$ cat src/rtl/xdma_pkg.sv
// Shared XDMA definitions: stream/descriptor widths, descriptor ctl bits, C2H FSM states.
package xdma_pkg;

  localparam int unsigned XDMA_DW    = 256;
  localparam int unsigned XDMA_KEEPW = XDMA_DW / 8;
  localparam int unsigned XDMA_LENW  = 28;

  // Descriptor ctl word bit positions
  localparam int unsigned CTL_STOP      = 0;
  localparam int unsigned CTL_COMPLETED = 1;
  localparam int unsigned CTL_EOP       = 4;

  // Default ctl word for a single self-contained stream descriptor (0x0013)
  localparam logic [15:0] XDMA_DSC_CTL = (16'(1) << CTL_STOP)
                                       | (16'(1) << CTL_COMPLETED)
                                       | (16'(1) << CTL_EOP);

  typedef enum logic [1:0] {
    IDLE = 2'd0,
    DESC = 2'd1,
    DATA = 2'd2
  } c2h_state_e;

endpackage

$ cat src/rtl/xdma_keep_mask_gen.sv
// Final-beat byte-enable generator.
// Ports:
//   len_lsb  in   byte offset within a beat (len modulo KEEP_WIDTH)
//   keep     out  tkeep for the final beat; all-ones when len_lsb is 0
module xdma_keep_mask_gen
  import xdma_pkg::*;
#(
  parameter int unsigned KEEP_WIDTH = XDMA_KEEPW,
  localparam int unsigned OFF_W     = $clog2(KEEP_WIDTH)
) (
  input  logic [OFF_W-1:0]      len_lsb,
  output logic [KEEP_WIDTH-1:0] keep
);

  // A remainder of zero means the final beat is completely full.
  always_comb begin
    keep = '1;
    if (len_lsb != '0) begin
      keep = (KEEP_WIDTH'(1) << len_lsb) - KEEP_WIDTH'(1);
    end
  end

endmodule

$ cat src/rtl/xdma_c2h_stream_writer.sv
// Card-to-host stream writer: takes a (host address, byte length) request, issues one
// XDMA C2H descriptor-bypass load, then forwards the user payload onto s_axis_c2h with
// generated tkeep/tlast.
// Ports:
//   CLK, RST_N                 user clock, async active-low reset
//   req_valid/ready/addr/len   write request
//   data_valid/ready, data     user payload stream (pass-through in DATA state)
//   c2h_dsc_byp_*              descriptor bypass toward xdma_0 (load is combinational)
//   s_axis_c2h_*               AXIS master toward xdma_0 (combinational pass-through)
//   busy, done, xfer_cnt       status: not idle, completion/drop pulse, completed count
module xdma_c2h_stream_writer
  import xdma_pkg::*;
#(
  parameter int unsigned DATA_WIDTH = XDMA_DW,
  parameter int unsigned LEN_WIDTH  = XDMA_LENW,
  parameter logic [15:0] DSC_CTL    = XDMA_DSC_CTL
) (
  input  logic                    CLK,
  input  logic                    RST_N,

  input  logic                    req_valid,
  output logic                    req_ready,
  input  logic [63:0]             req_addr,
  input  logic [LEN_WIDTH-1:0]    req_len,

  input  logic                    data_valid,
  output logic                    data_ready,
  input  logic [DATA_WIDTH-1:0]   data,

  input  logic                    c2h_dsc_byp_ready,
  output logic                    c2h_dsc_byp_load,
  output logic [63:0]             c2h_dsc_byp_src_addr,
  output logic [63:0]             c2h_dsc_byp_dst_addr,
  output logic [LEN_WIDTH-1:0]    c2h_dsc_byp_len,
  output logic [15:0]             c2h_dsc_byp_ctl,

  output logic                    s_axis_c2h_tvalid,
  input  logic                    s_axis_c2h_tready,
  output logic [DATA_WIDTH-1:0]   s_axis_c2h_tdata,
  output logic [DATA_WIDTH/8-1:0] s_axis_c2h_tkeep,
  output logic                    s_axis_c2h_tlast,

  output logic                    busy,
  output logic                    done,
  output logic [31:0]             xfer_cnt
);

  localparam int unsigned KEEP_W  = DATA_WIDTH / 8;
  localparam int unsigned OFF_W   = $clog2(KEEP_W);
  // One extra bit so that ceil(len/KEEP_W) never overflows.
  localparam int unsigned BEATS_W = LEN_WIDTH - OFF_W + 1;

  c2h_state_e state, state_next;

  logic                 req_ready_q;
  logic                 busy_q;
  logic                 done_q;
  logic [31:0]          xfer_cnt_q;
  logic [63:0]          dst_q;
  logic [LEN_WIDTH-1:0] len_q;
  logic [15:0]          ctl_q;
  logic [KEEP_W-1:0]    last_keep_q;
  logic [BEATS_W-1:0]   beats_left_q;

  logic [KEEP_W-1:0]    last_keep_c;
  logic [BEATS_W-1:0]   beats_req_c;
  logic                 last_beat_c;
  logic                 accept_c;
  logic                 zero_len_c;
  logic                 beat_c;
  logic                 final_beat_c;

  xdma_keep_mask_gen #(
    .KEEP_WIDTH (KEEP_W)
  ) u_keep_mask (
    .len_lsb (req_len[OFF_W-1:0]),
    .keep    (last_keep_c)
  );

  // ceil(len / KEEP_W): whole beats plus one for any partial remainder.
  assign beats_req_c = BEATS_W'(req_len[LEN_WIDTH-1:OFF_W]) + BEATS_W'(|req_len[OFF_W-1:0]);
  assign last_beat_c = (beats_left_q == BEATS_W'(1));
  assign zero_len_c  = (req_len == '0);

  // State register
  always_ff @(posedge CLK or negedge RST_N) begin
    if (!RST_N) begin
      state <= IDLE;
    end else begin
      state <= state_next;
    end
  end

  // Next state and handshake/stream outputs
  always_comb begin
    state_next        = state;
    accept_c          = 1'b0;
    beat_c            = 1'b0;
    final_beat_c      = 1'b0;
    c2h_dsc_byp_load  = 1'b0;
    s_axis_c2h_tvalid = 1'b0;
    s_axis_c2h_tkeep  = '0;
    s_axis_c2h_tlast  = 1'b0;
    data_ready        = 1'b0;
    case (state)
      IDLE: begin
        accept_c = req_valid & req_ready_q;
        if (accept_c && !zero_len_c) begin
          state_next = DESC;
        end
      end
      DESC: begin
        c2h_dsc_byp_load = c2h_dsc_byp_ready;
        if (c2h_dsc_byp_ready) begin
          state_next = DATA;
        end
      end
      DATA: begin
        s_axis_c2h_tvalid = data_valid;
        data_ready        = s_axis_c2h_tready;
        s_axis_c2h_tlast  = last_beat_c;
        s_axis_c2h_tkeep  = last_beat_c ? last_keep_q : '1;
        beat_c            = data_valid & s_axis_c2h_tready;
        if (beat_c && last_beat_c) begin
          final_beat_c = 1'b1;
          state_next   = IDLE;
        end
      end
      default: begin
        state_next = IDLE;
      end
    endcase
  end

  // Descriptor fields, beat tracking and status registers
  always_ff @(posedge CLK or negedge RST_N) begin
    if (!RST_N) begin
      req_ready_q  <= 1'b0;
      busy_q       <= 1'b0;
      done_q       <= 1'b0;
      xfer_cnt_q   <= '0;
      dst_q        <= '0;
      len_q        <= '0;
      ctl_q        <= '0;
      last_keep_q  <= '0;
      beats_left_q <= '0;
    end else begin
      req_ready_q <= (state_next == IDLE);
      busy_q      <= (state_next != IDLE);
      // A zero-length request is acknowledged and dropped with a done pulse.
      done_q      <= (accept_c && zero_len_c) || final_beat_c;
      if (final_beat_c) begin
        xfer_cnt_q <= xfer_cnt_q + 32'd1;
      end
      if (accept_c && !zero_len_c) begin
        dst_q        <= req_addr;
        len_q        <= req_len;
        ctl_q        <= DSC_CTL;
        last_keep_q  <= last_keep_c;
        beats_left_q <= beats_req_c;
      end else if (beat_c) begin
        beats_left_q <= beats_left_q - BEATS_W'(1);
      end
    end
  end

  assign req_ready            = req_ready_q;
  assign busy                 = busy_q;
  assign done                 = done_q;
  assign xfer_cnt             = xfer_cnt_q;
  assign c2h_dsc_byp_src_addr = '0;
  assign c2h_dsc_byp_dst_addr = dst_q;
  assign c2h_dsc_byp_len      = len_q;
  assign c2h_dsc_byp_ctl      = ctl_q;
  assign s_axis_c2h_tdata     = data;

endmodule

$ cat config.mk
export PLATFORM = sky130hd
export DESIGN_NAME = xdma_c2h_stream_writer
export DESIGN_NICKNAME = d
export VERILOG_FILES = /design/src/rtl/xdma_pkg.sv /design/src/rtl/xdma_keep_mask_gen.sv /design/src/rtl/xdma_c2h_stream_writer.sv
export SDC_FILE = /design/constraint.sdc
export NUM_CORES = 1
export LEC_CHECK = 0
export ABC_AREA = 1
export ABC_CLOCK_PERIOD_IN_PS = 3900
export CAP_MARGIN = 20
export CORE_AREA = 5 5 331 333
export CTS_CLUSTER_SIZE = 10
export DETAILED_ROUTE_END_ITERATION = 7
export DIE_AREA = 0 0 336 338
export GPL_ROUTABILITY_DRIVEN = 0
export GPL_TIMING_DRIVEN = 0
export SLEW_MARGIN = 20
export SYNTH_ARGS = -nofsm -noshare
export SYNTH_HDL_FRONTEND = slang
export SYNTH_SLANG_ARGS = --single-unit
$ cat constraint.sdc
create_clock -name CLK -period 3.9 [get_ports CLK]
set_clock_uncertainty 0.2 [all_clocks]
set_input_delay 0.78 -clock CLK [delete_from_list [all_inputs] [get_ports CLK]]
set_output_delay 0.78 -clock CLK [all_outputs]
set_load 0.02 [all_outputs]
==> flow_metrics.tcl, run 1 <==
set metrics [dict create \
    outcome "finished, final reports clean" \
    wl_per_cell_um 16.3 \
    wl_um 62300 \
    layout_commonest_cell "nand2_1" \
    cts_htree_levels 4 \
    track_usage_pct 10.2 \
    ys_seq_area_share_pct 35.8 \
    die_x_um 336 \
    required_ns 2.92 \
    ir_drop_v 0.000339 \
    final_nets 2765 \
    worstMarginPinSlew_ns 1.01 \
    utilization_pct 19.8 \
    final_cell_count_no_fill 3828 \
    drive_gt1_share_pct 18.7 \
    syn_to_final_growth_pct 61.7 \
    whs_ns 0.258 \
    cts.sinks 186 \
    synth_area_per_cell_um2 7.27 \
    drv_slew 0 \
    grt_max_degree 82 \
    syn_area_um2 13000 \
    drc 0 \
    powerDensity_nw_per_um2 516 \
    cap_viol_max_count 0 \
    tritoncts "done" \
    path_class "flip-flop to output port" \
    dp_hpwl_um 52200 \
    dr.pass1.iters 6 \
    min_period_over_period_pct 94.6 \
    leakage_uw 0.0101 \
    worstHoldPathType "flip-flop to flip-flop" \
    rsz0062_at_grt "false" \
    place.port_buffers 516 \
    grt_pass1_wl_um 85400 \
    drtAntennaViolNets 0 \
    vias 13200 \
    critPathArrivalTime_ns 2.71 \
    antenna_found_initial 10 \
    end_kind "output port" \
    initial_core_util_pct 12.2 \
    final.min_clock_period_ns 3.69 \
    ys_types 43 \
    die_h_um 338 \
    hold_violations 0 \
    final_cell_mix "540 x nand2_1, 504 x clkdlybuf4s50_1, 344 x buf_4, 186 x dfrtp_1, 164 x nor2_1" \
    crit_fanout 5 \
    setup-tns-final_ns 0 \
    yosys_warnings 0 \
    place_ws_ns -1.16 \
    ys_ff_latch 186 \
    cts_max_path_buffers 2 \
    syn-instance-count 1787 \
    start_kind "flip-flop" \
    cts_root_buffer "clkbuf_16" \
    clock_latency_ns 0.51 \
    placementRows 120 \
    clk_pin_slew_ns 0.09 \
    dp_cells 3784 \
    achievable-frequency_mhz 271 \
    setup_ws_ns 0.212 \
    cts_made_buffers 17 \
    overflow 0 \
    io_pins 853 \
    relSlewSlack_pct 32.9 \
    final-setup-viol-count 0 \
    drt-initial-drc-count 865 \
    first_global_vias 12700 \
    die_area_um2 114000 \
    vias_per_cell 3.44 \
    core-area_um2 106000 \
]
## critical path: stages, from the launching register on
cell and delay, ns:
dfrtp_1 0.46, nor2_1 0.17, nand2_1 0.12, nor3_2 0.20, nand3_4 0.10, buf_12 0.16, buf_4 0.15, nor2_1 0.14
nor2_1 0.10, clkdlybuf4s50_1 0.59
## synthesized netlist by cell type (all sizes together)
| cell type | n | share of area [%] |
|---|---|---|
| a21oi | 27 | 1.0 |
| a22oi | 7 | 0.40 |
| a311oi | 2 | 0.13 |
| a31oi | 1 | 0.048 |
| and2 | 1 | 0.048 |
| buf | 378 | 22 |
| clkbuf | 13 | 0.38 |
| clkinv | 1 | 0.029 |
| conb | 1 | 0.029 |
| dfrtp | 186 | 36 |
| ha | 6 | 0.58 |
| inv | 139 | 4.0 |
| nand2 | 545 | 16 |
| nand3 | 72 | 2.9 |
| nand3b | 2 | 0.12 |
| nand4 | 43 | 2.2 |
| nor2 | 174 | 5.5 |
| nor3 | 29 | 1.1 |
| nor4 | 1 | 0.048 |
| o2111ai | 1 | 0.067 |
| o211ai | 4 | 0.31 |
| o21ai | 90 | 3.5 |
| o21bai | 3 | 0.17 |
| o31ai | 1 | 0.058 |
| or2 | 5 | 0.24 |
| xnor2 | 9 | 0.61 |
| xor2 | 46 | 3.1 |
## registers in the layout (all words and copies together) (netlist names)
register              count
c2h_dsc_byp_dst_addr     64
last_keep_q              32
xfer_cnt                 32
c2h_dsc_byp_len          28
beats_left_q             24
state                     2
busy                      1
c2h_dsc_byp_ctl           1
done                      1
req_ready                 1
## metal layers
layer | up-vias | routed length, um | track usage (%) | part of all wire, %
met3 | 48 | 5010 | 2.96 | 8.0
met5 | - | 13 | 0 | 0.021
met4 | 2 | 1260 | 3.27 | 2.0
met2 | 627 | 28600 | 16.1 | 46
met1 | 6055 | 27400 | 13.5 | 44
li1 | 6426 | - | - | -
## worst paths after layout
path	start	end	slack, ns	cells past startpoint
min	last_keep_q[0]	last_keep_q[0]	0.26	2
max	beats_left_q[7]	s_axis_c2h_tkeep[18]	0.21	9
max in group asynchronous	RST_N	c2h_dsc_byp_dst_addr[1]	2.19	3
min in group asynchronous	RST_N	c2h_dsc_byp_dst_addr[43]	0.53	2
max reg2reg	req_ready	beats_left_q[2]	0.76	7
min reg2reg	last_keep_q[0]	last_keep_q[0]	0.26	2
## report_power, final
| part | leakage [uW] | switching, uW | total, uW | internal, uW |
|---|---|---|---|---|
| Combinational | 0.00754 | 3370 | 5720 | 2340 |
| Clock | 0.000306 | 1060 | 1960 | 896 |
| Sequential | 0.00226 | 492 | 3160 | 2670 |
## per-stage QoR
stage / area [um^2] / power, uW
final: 21000 / 10800
after global routing: 21000 / 11600
after CTS: 21000 / 11000
after detailed placement: 20300 / 8990
after global placement: 20200 / 8950
after floorplan: 13300 / 6140
## layout make-up
| cell class | instances | area (um^2) |
|---|---|---|
| Inverter | 140 | 533 |
| Tap cell | 1403 | 1760 |
| Clock buffer | 17 | 425 |
| Multi-Input combinational cell | 1146 | 5240 |
| Buffer | 390 | 2880 |
| Clock inverter | 15 | 205 |
| Timing Repair Buffer | 524 | 5300 |
| Fill cell | 11900 | 85300 |
| Antenna cell | 7 | 17.5 |
| Sequential cell | 186 | 4650 |
## cells by family (layout without fill, tap and decap cells)
group | Yosys count | count (layout) | share of synthesized area, %
xor+xnor | 55 | 55 | 3.71
simple gates | 872 | 872 | 28.0
other cells | 1 | 84 | 0.0288
flops | 186 | 186 | 35.8
fa+ha+maj | 6 | 6 | 0.578
compound gates | 136 | 136 | 5.70
buf+inv | 531 | 1086 | 26.2
## repair_timing
action / in CTS / in global routing
hold buffers: 1 / 0
setup buffers: 5 / 0
setup endpoints to repair: 49 / 13
endpoints found under the hold margin: 36 / 0
gates resized for setup: 9 / 13
pin swaps: 1 / 0
Note: power is estimated with default switching activity, not from simulation.
==> inputs of run 2 (changes only) <==
--- a/config.mk
+++ b/config.mk
@@ -8,12 +8,13 @@
 export ABC_AREA = 1
 export ABC_CLOCK_PERIOD_IN_PS = 3900
 export CAP_MARGIN = 20
-export CORE_AREA = 5 5 331 333
+export CORE_AREA = 5 5 332 334
 export CTS_CLUSTER_SIZE = 10
 export DETAILED_ROUTE_END_ITERATION = 7
-export DIE_AREA = 0 0 336 338
+export DIE_AREA = 0 0 337 339
 export GPL_ROUTABILITY_DRIVEN = 0
 export GPL_TIMING_DRIVEN = 0
+export MAX_ROUTING_LAYER = met4
 export SLEW_MARGIN = 20
 export SYNTH_ARGS = -nofsm -noshare
 export SYNTH_HDL_FRONTEND = slang
==> flow_metrics.tcl, run 2 (synthesis results as in run 1) <==
set metrics [dict create \
    cap_viol_max_count 0 \
    vias 13400 \
    combPwrFrac_pct 52.6 \
    path_buf_inv 3 \
    drc 0 \
    core-area_um2 107000 \
    drtAntennaViolNets 0 \
    final_cell_mix "540 x nand2_1, 501 x clkdlybuf4s50_1, 346 x buf_4, 186 x dfrtp_1, 163 x nor2_1" \
    end_kind "output port" \
    final_nets 2766 \
    tritoncts "done" \
    ir_drop_v 0.000331 \
    antenna_found_initial 6 \
    final.min_clock_period_ns 3.74 \
    path_cells "nor2_1 > nand2_1 > nor3_2 > nand3_4 > clkinvlp_4 > clkbuf_2 > a21oi_1 > clkdlybuf4s50_1" \
    powerDensity_nw_per_um2 512 \
    cts_root_buffer "clkbuf_16" \
    num-fill-cells 11900 \
    track_usage_pct 10.7 \
    required_ns 2.92 \
    p_seq_share_pct 29.5 \
    setup-tns-final_ns 0 \
    place.port_buffers 516 \
    path_class "flip-flop to output port" \
    worstMarginPinSlew_ns 1.03 \
    cts.sinks 186 \
    leakage_uw 0.0101 \
    cts_max_path_buffers 2 \
    vias_per_cell 3.49 \
    die_x_um 337 \
    syn_to_final_growth_pct 61.6 \
    drive_gt1_share_pct 18.8 \
    placementRows 120 \
    drt-initial-drc-count 989 \
    outcome "finished, final reports clean" \
    wl_um 62100 \
    first_global_vias 13100 \
    wl_per_cell_um 16.2 \
    layout_commonest_cell "nand2_1" \
    largest_register_ff_count 64 \
    whs_ns 0.262 \
    worstHoldPathType "flip-flop to flip-flop" \
    grt_pass1_wl_um 86800 \
    critPathArrivalTime_ns 2.76 \
    cpPeakStageDelay_ns 0.57 \
    die_area_um2 114000 \
    pwr-share-clk_pct 17.9 \
    final-setup-viol-count 0 \
    io_pins 853 \
    slowest_stage "clkdlybuf4s50_1" \
    start_kind "flip-flop" \
    die_h_um 339 \
    dp_hpwl_um 52200 \
    dr.pass1.iters 5 \
    cpLargestDelayFamily "buffers and inverters" \
    drv_slew 0 \
    cts_htree_levels 4 \
    initial_core_util_pct 12.2 \
    power_switching_share_pct 45.2 \
    p_sw_uw 4860 \
    cts_made_buffers 17 \
    crit_fanout 10 \
    achievable-frequency_mhz 267 \
    hold_violations 0 \
    overflow 0 \
    min_period_over_period_pct 96.0 \
    internal-power_uw 5900 \
    clk_pin_slew_ns 0.08 \
    grt_max_degree 73 \
    clock_latency_ns 0.52 \
    relSlewSlack_pct 31.1 \
]
[run 2: what timing repair did]
action	4_1_cts	5_1_grt
hold buffers	1	0
setup buffers	2	4
hold endpoints to repair	44	0
gates resized for setup	10	16
setup endpoints to repair	41	21
pin swaps	1	0
cloned	0	0
[run 2: worst min-delay path, stage by stage, from the launching register on]
cell     delay, ns
dfrtp_1       0.33
inv_1         0.05
nand2_1       0.06
[run 2: cell type report]
class,instances,area [um^2],area share [%]
repair buffers,525,5300,25.3
multi-input cells,1146,5250,25.0
clock inverters,15,185,0.882
plain buffers,390,2880,13.7
clock buffers,17,425,2.03
inverters,140,533,2.54
diodes,5,12.5,0.0596
well taps,1403,1760,8.36
flip-flops and latches,186,4650,22.2
[run 2: per-layer routing]
layer  vias up  global-route usage, %  part of all wire [%]
li1       6421                      -                     -
met2       709                   16.4                    46
met1      6171                   13.4                    42
met3        67                   3.20                   9.6
met4         0                   3.46                   2.3
met5         -                      -                     0
[run 2: final timing paths]
check	startpoint	to	depth (start not counted)	slack [ns]
worst max register to register	req_ready	c2h_dsc_byp_dst_addr[53]	8	0.74
max in group asynchronous	RST_N	c2h_dsc_byp_dst_addr[54]	3	2.14
worst min-delay path	last_keep_q[0]	last_keep_q[0]	2	0.26
worst max-delay path	beats_left_q[7]	s_axis_c2h_tkeep[17]	8	0.16
worst min register to register	last_keep_q[0]	last_keep_q[0]	2	0.26
min in group asynchronous	RST_N	c2h_dsc_byp_dst_addr[38]	2	0.56
[run 2: power by group through the flow]
stage | combinational, uW | sequential [uW] | clock (uW)
after floorplan | 2480 | 3650 | 0
after detailed placement | 5740 | 3200 | 0
after CTS | 5770 | 3180 | 2030
after global placement | 5710 | 3190 | 0
final | 5660 | 3170 | 1930
after global routing | 6130 | 3270 | 2090
[run 2: through the flow]
stage | total power, uW | worst slack (ns) | util, % | area, um^2 | cells
3_3_place_gp | 8900 | -6.87 | 19.0 | 20200 | 3782
3_5_place_dp | 8940 | -1.18 | 19.0 | 20300 | 3784
4_1_cts | 11000 | 0.0121 | 19.6 | 20900 | 3818
5_1_grt | 11500 | -0.00185 | 19.7 | 21000 | 3824
2_1_floorplan | 6140 | 0.733 | - | 13300 | 1863
6_report | 10800 | 0.157 | 19.7 | 21000 | 3827
==> inputs of run 3 (changes only) <==
--- a/config.mk
+++ b/config.mk
@@ -15,6 +15,7 @@
 export GPL_ROUTABILITY_DRIVEN = 0
 export GPL_TIMING_DRIVEN = 0
 export MAX_ROUTING_LAYER = met4
+export SKIP_LAST_GASP = 1
 export SLEW_MARGIN = 20
 export SYNTH_ARGS = -nofsm -noshare
 export SYNTH_HDL_FRONTEND = slang
==> flow_metrics.tcl, run 3 (synthesis results as in run 1) <==
set metrics [dict create \
    drc 0 \
    min_to "last_keep_q[0]" \
    clk_pin_slew_ns 0.09 \
    vias_per_cell 3.49 \
    final_cell_mix "540 x nand2_1, 502 x clkdlybuf4s50_1, 346 x buf_4, 186 x dfrtp_1, 163 x nor2_1" \
    r2r_end "c2h_dsc_byp_dst_addr[53]" \
    drive_gt1_share_pct 18.8 \
    slowest_stage "clkdlybuf4s50_1" \
    path_class "flip-flop to output port" \
    outcome "finished, final reports clean" \
    cts.sinks 186 \
    vias 13400 \
    die_h_um 339 \
    core-area_um2 107000 \
    io_pins 853 \
    cts_htree_levels 4 \
    crit_fanout 10 \
    place_ws_ns -1.18 \
    ir_drop_v 0.000331 \
    required_ns 2.92 \
    drtAntennaViolNets 0 \
    tritoncts "done" \
    syn_to_final_growth_pct 61.5 \
    whs_path_depth 2 \
    hold_violations 0 \
    antenna_found_initial 6 \
    end_kind "output port" \
    dr.pass1.iters 6 \
    r2r_slack_ns 0.74 \
    final_nets 2766 \
    p_total_uw 10800 \
    rsz0062_at_grt "true" \
    die_x_um 337 \
    initial_core_util_pct 12.2 \
    layout_commonest_cell "nand2_1" \
    min-delay-start "last_keep_q[0]" \
    critPathArrivalTime_ns 2.76 \
    cap_viol_max_count 0 \
    first_global_vias 13100 \
    powerDensity_nw_per_um2 512 \
    drt-initial-drc-count 992 \
    grt_pass1_wl_um 86800 \
    cpPeakStageDelay_ns 0.57 \
    achievable-frequency_mhz 267 \
    placed_area_um2 20300 \
    place.port_buffers 516 \
    worstHoldPathType "flip-flop to flip-flop" \
    cts_made_buffers 17 \
    cts_root_buffer "clkbuf_16" \
    start_kind "flip-flop" \
    cts_max_path_buffers 2 \
    reg2regPathDepth 8 \
    relSlewSlack_pct 29.7 \
    placementRows 120 \
    drv_slew 0 \
    leakage_uw 0.0101 \
    path_cells "nor2_2 > nand3_1 > nor2_1 > nand3_4 > clkinvlp_4 > clkbuf_2 > a21oi_1 > clkdlybuf4s50_1" \
    worstReg2RegStart "req_ready" \
    setup_ws_ns 0.155 \
    min_period_over_period_pct 96.0 \
    wl_um 62100 \
    clock_latency_ns 0.52 \
    track_usage_pct 10.7 \
    overflow 0 \
    fin_area_um2 21000 \
    wl_per_cell_um 16.2 \
    die_area_um2 114000 \
    dp_hpwl_um 52200 \
    crit_start "beats_left_q[21]" \
    grt_max_degree 73 \
    largest_register_ff_count 64 \
    final-setup-viol-count 0 \
    final.min_clock_period_ns 3.74 \
    worstMarginPinSlew_ns 1.05 \
]
## run 3: cell count changes in the layout (fill, tap and decap cells not counted), sizes merged
cell / delta
dlymetal6s2s: -1
clkdlybuf4s50: +1
## run 3: layer usage
| metal | track usage, % | routed length (um) |
|---|---|---|
| met2 | 16.4 | 28400 |
| met1 | 13.4 | 26400 |
| met5 | - | 0 |
| met3 | 3.20 | 5870 |
| met4 | 3.46 | 1460 |
## run 3: through the flow
stage,utilization (%),hold slack (ns),setup TNS (ns),instances
floorplan,-,0.222,0,1863
global placement,19.0,0.234,-1294.66,3782
detailed placement,19.0,0.240,-14.80,3784
CTS,19.6,0.259,0,3818
global route,19.7,0.281,-0.0342,3824
finish,19.7,0.262,0,3827
## run 3: worst max path at each step
stage,end,slack [ns],depth (start not counted)
2_1_floorplan,beats_left_q[18],0.73,15
3_3_place_gp,c2h_dsc_byp_dst_addr[54],-6.87,1
3_5_place_dp,beats_left_q[18],-1.18,15
4_1_cts,s_axis_c2h_tkeep[14],0.01,8
5_1_grt,s_axis_c2h_tkeep[29],-0.03,8
6_report,s_axis_c2h_tkeep[17],0.16,8
## run 3: area by class of cell
cell class,count,area [um^2]
diodes,5,12.5
well taps,1403,1760
plain buffers,390,2880
clock buffers,17,425
flip-flops and latches,186,4650
repair buffers,525,5300
fillers,11900,85600
multi-input cells,1146,5250
inverters,140,533
clock inverters,15,185
## run 3: timing repair
item	4_1_cts	5_1_grt
endpoints found under the setup margin	41	21
setup buffers	2	4
hold buffers	1	0
hold endpoints to repair	44	0
pin swaps	1	0
gates resized for setup	10	15
## run 3: worst max-delay path: cells and delay by family, from the launching register on
kind | cells | cell delay, ns
buffers and inverters | 3 | 0.96
and+or+nand+nor | 4 | 0.76
DFF | 1 | 0.43
AOI/OAI and AO/OA | 1 | 0.09
## run 3: where the power goes
part	leakage [uW]	switching (uW)	internal [uW]
clock	0.000300	1040	882
sequential	0.00226	500	2670
combinational	0.00757	3320	2350
==> RTL change (flow settings as in run 1) <==
Change the package constant `XDMA_LENW` from 28 to 42.
--- a/src/rtl/xdma_pkg.sv
+++ b/src/rtl/xdma_pkg.sv
@@ -5,3 +5,3 @@
   localparam int unsigned XDMA_KEEPW = XDMA_DW / 8;
-  localparam int unsigned XDMA_LENW  = 28;
+  localparam int unsigned XDMA_LENW  = 42;
 
Ports: changed (resized c2h_dsc_byp_len and req_len); port bits go from 853 to 881. No check against the original RTL was run, so the function may have changed too.
==> RTL change against run 1 <==
Sequential cell count up 28; final cell count grew 11%; fmax shrank 1.2%; first-iteration DRC count is 36% higher; routed wire length increased by 9.9%; worst setup slack worse by 0.043 ns; total power grew 18%; final area rose by 13%; synthesized area up 16%.
==> RTL change: results (changes against run 1) <==
Top Family by Delay on Critical Path simple AND/OR/NAND/NOR gates (was buffers and inverters); combinational power 0.00614 W (was 0.00572 W); number of multi-input combinational cells 1,458 (was 1,146); Routed wire per std cell 16.12 um (was 16.27 um); maximum clock path buffer count 3 (was 2); synthesized netlist cell count 2,162 (was 1,787); Synth area leaders sky130_fd_sc_hd__dfrtp_1 (36%), sky130_fd_sc_hd__nand2_1 (18%), sky130_fd_sc_hd__buf_4 (17%), sky130_fd_sc_hd__nor2_1 (6.0%), sky130_fd_sc_hd__inv_1 (4.0%) (was sky130_fd_sc_hd__dfrtp_1 (36%), sky130_fd_sc_hd__buf_4 (20%), sky130_fd_sc_hd__nand2_1 (16%), sky130_fd_sc_hd__nor2_1 (4.8%), sky130_fd_sc_hd__inv_1 (3.9%)); XOR/XNOR share of the synthesized area 0.04190 (was 0.03706); number of detailed-routing iterations run before antenna repair 5 (was 6); Vias per Instance 3.709 (was 3.437); Arrival @ worst endpoint 2.75 ns (was 2.71 ns); share of the final layout cell area in multi-input gates 0.2765 (was 0.2495); CTS buffer count 31 (was 17); number of placed instances, taps included 4,187 (was 3,784); worst r2r dst c2h_dsc_byp_dst_addr[57]$_DFFE_PN0P_ (was beats_left_q[2]$_DFFE_PN0P_); fraction of power consumed by sequential logic 0.287 (was 0.292); outcome finished clean (unchanged); least setup slack across all paths after layout 0.1687 ns (was 0.2117 ns); count of inserted antenna diode cells 1 (was 7); total of plain and repair buffers excluding clock buffers 947 (was 914); HPWL after DPL 56,050 um (was 52,230 um); Seq/total area 0.2258 (was 0.2215); non-clock buffering overhead in the final layout 0.3524 (was 0.3892); startpoint of the worst register-to-register path state[1]$_DFF_PN0_ (was req_ready$_DFF_PN0_); cell leakage power 11.53 nW (was 10.10 nW); initial antenna violation count 6 (was 10); cell depth of the worst min-delay path 1 (was 2); cell with the largest stage delay on the worst path sky130_fd_sc_hd__dfrtp_1 (was sky130_fd_sc_hd__clkdlybuf4s50_1); synthesized-area fraction occupied by ao, oa, aoi and oai cells 0.05246 (was 0.05698); Critical Path End s_axis_c2h_tkeep[30] (was s_axis_c2h_tkeep[18]); post-CTS repair timing setup buffer count 0 (was 5); number of levels in the clock H-tree 1 (was 4); clock insertion delay at the later pin of the skew report 0.61 ns (was 0.51 ns); worst ir drop on vdd 0.3185 mV (was 0.3391 mV); number of signal-net inverters in the final layout 166 (was 140); DR vias 15,750 (was 13,160); global-route wire length before repair 96,460 um (was 85,380 um); synth cell count leaders sky130_fd_sc_hd__nand2_1 (729), sky130_fd_sc_hd__buf_4 (350), sky130_fd_sc_hd__nor2_1 (240) (was sky130_fd_sc_hd__nand2_1 (540), sky130_fd_sc_hd__buf_4 (340), sky130_fd_sc_hd__dfrtp_1 (186)); via count of the first global-routing pass 15,200 (was 12,670); clock distribution area overhead in the final layout 0.04499 (was 0.03001); launching instance or port of the critical path beats_left_q[9]$_DFFE_PN0P_ (was beats_left_q[7]$_DFFE_PN0P_); number of clock buffers in the layout 44 (was 17)
-- RTL change: cell count changes in the layout (fill, tap and decap cells not counted), sizes merged, moves of 7 or more --
cell | run 1 | this run
a21oi | 27 | 13
a22oi | 7 | 0
clkbuf | 30 | 64
dfrtp | 186 | 214
dlygate4sd2 | 4 | 24
inv | 148 | 167
nand2 | 545 | 730
nand3 | 72 | 94
nor2 | 174 | 248
o21ai | 90 | 115
xor2 | 46 | 58
-- RTL change: through the flow --
stage / instance area [um^2] / total power (W) / hold slack, ns
after floorplan: 15330 / 0.006976 / 0.2338
after global placement: 22540 / 0.009908 / 0.2606
after detailed placement: 22600 / 0.009945 / 0.2542
after CTS: 23710 / 0.01302 / 0.2721
after global routing: 23720 / 0.01368 / 0.2916
final: 23720 / 0.01280 / 0.2726
-- RTL change: routing by layer --
layer,part of all wire,vias up,global-route usage
li1,-,7645,-
met1,0.40,7232,0.1387
met2,0.47,751,0.1822
met3,0.090,115,0.03184
met4,0.037,6,0.04016
met5,0.00075,-,0
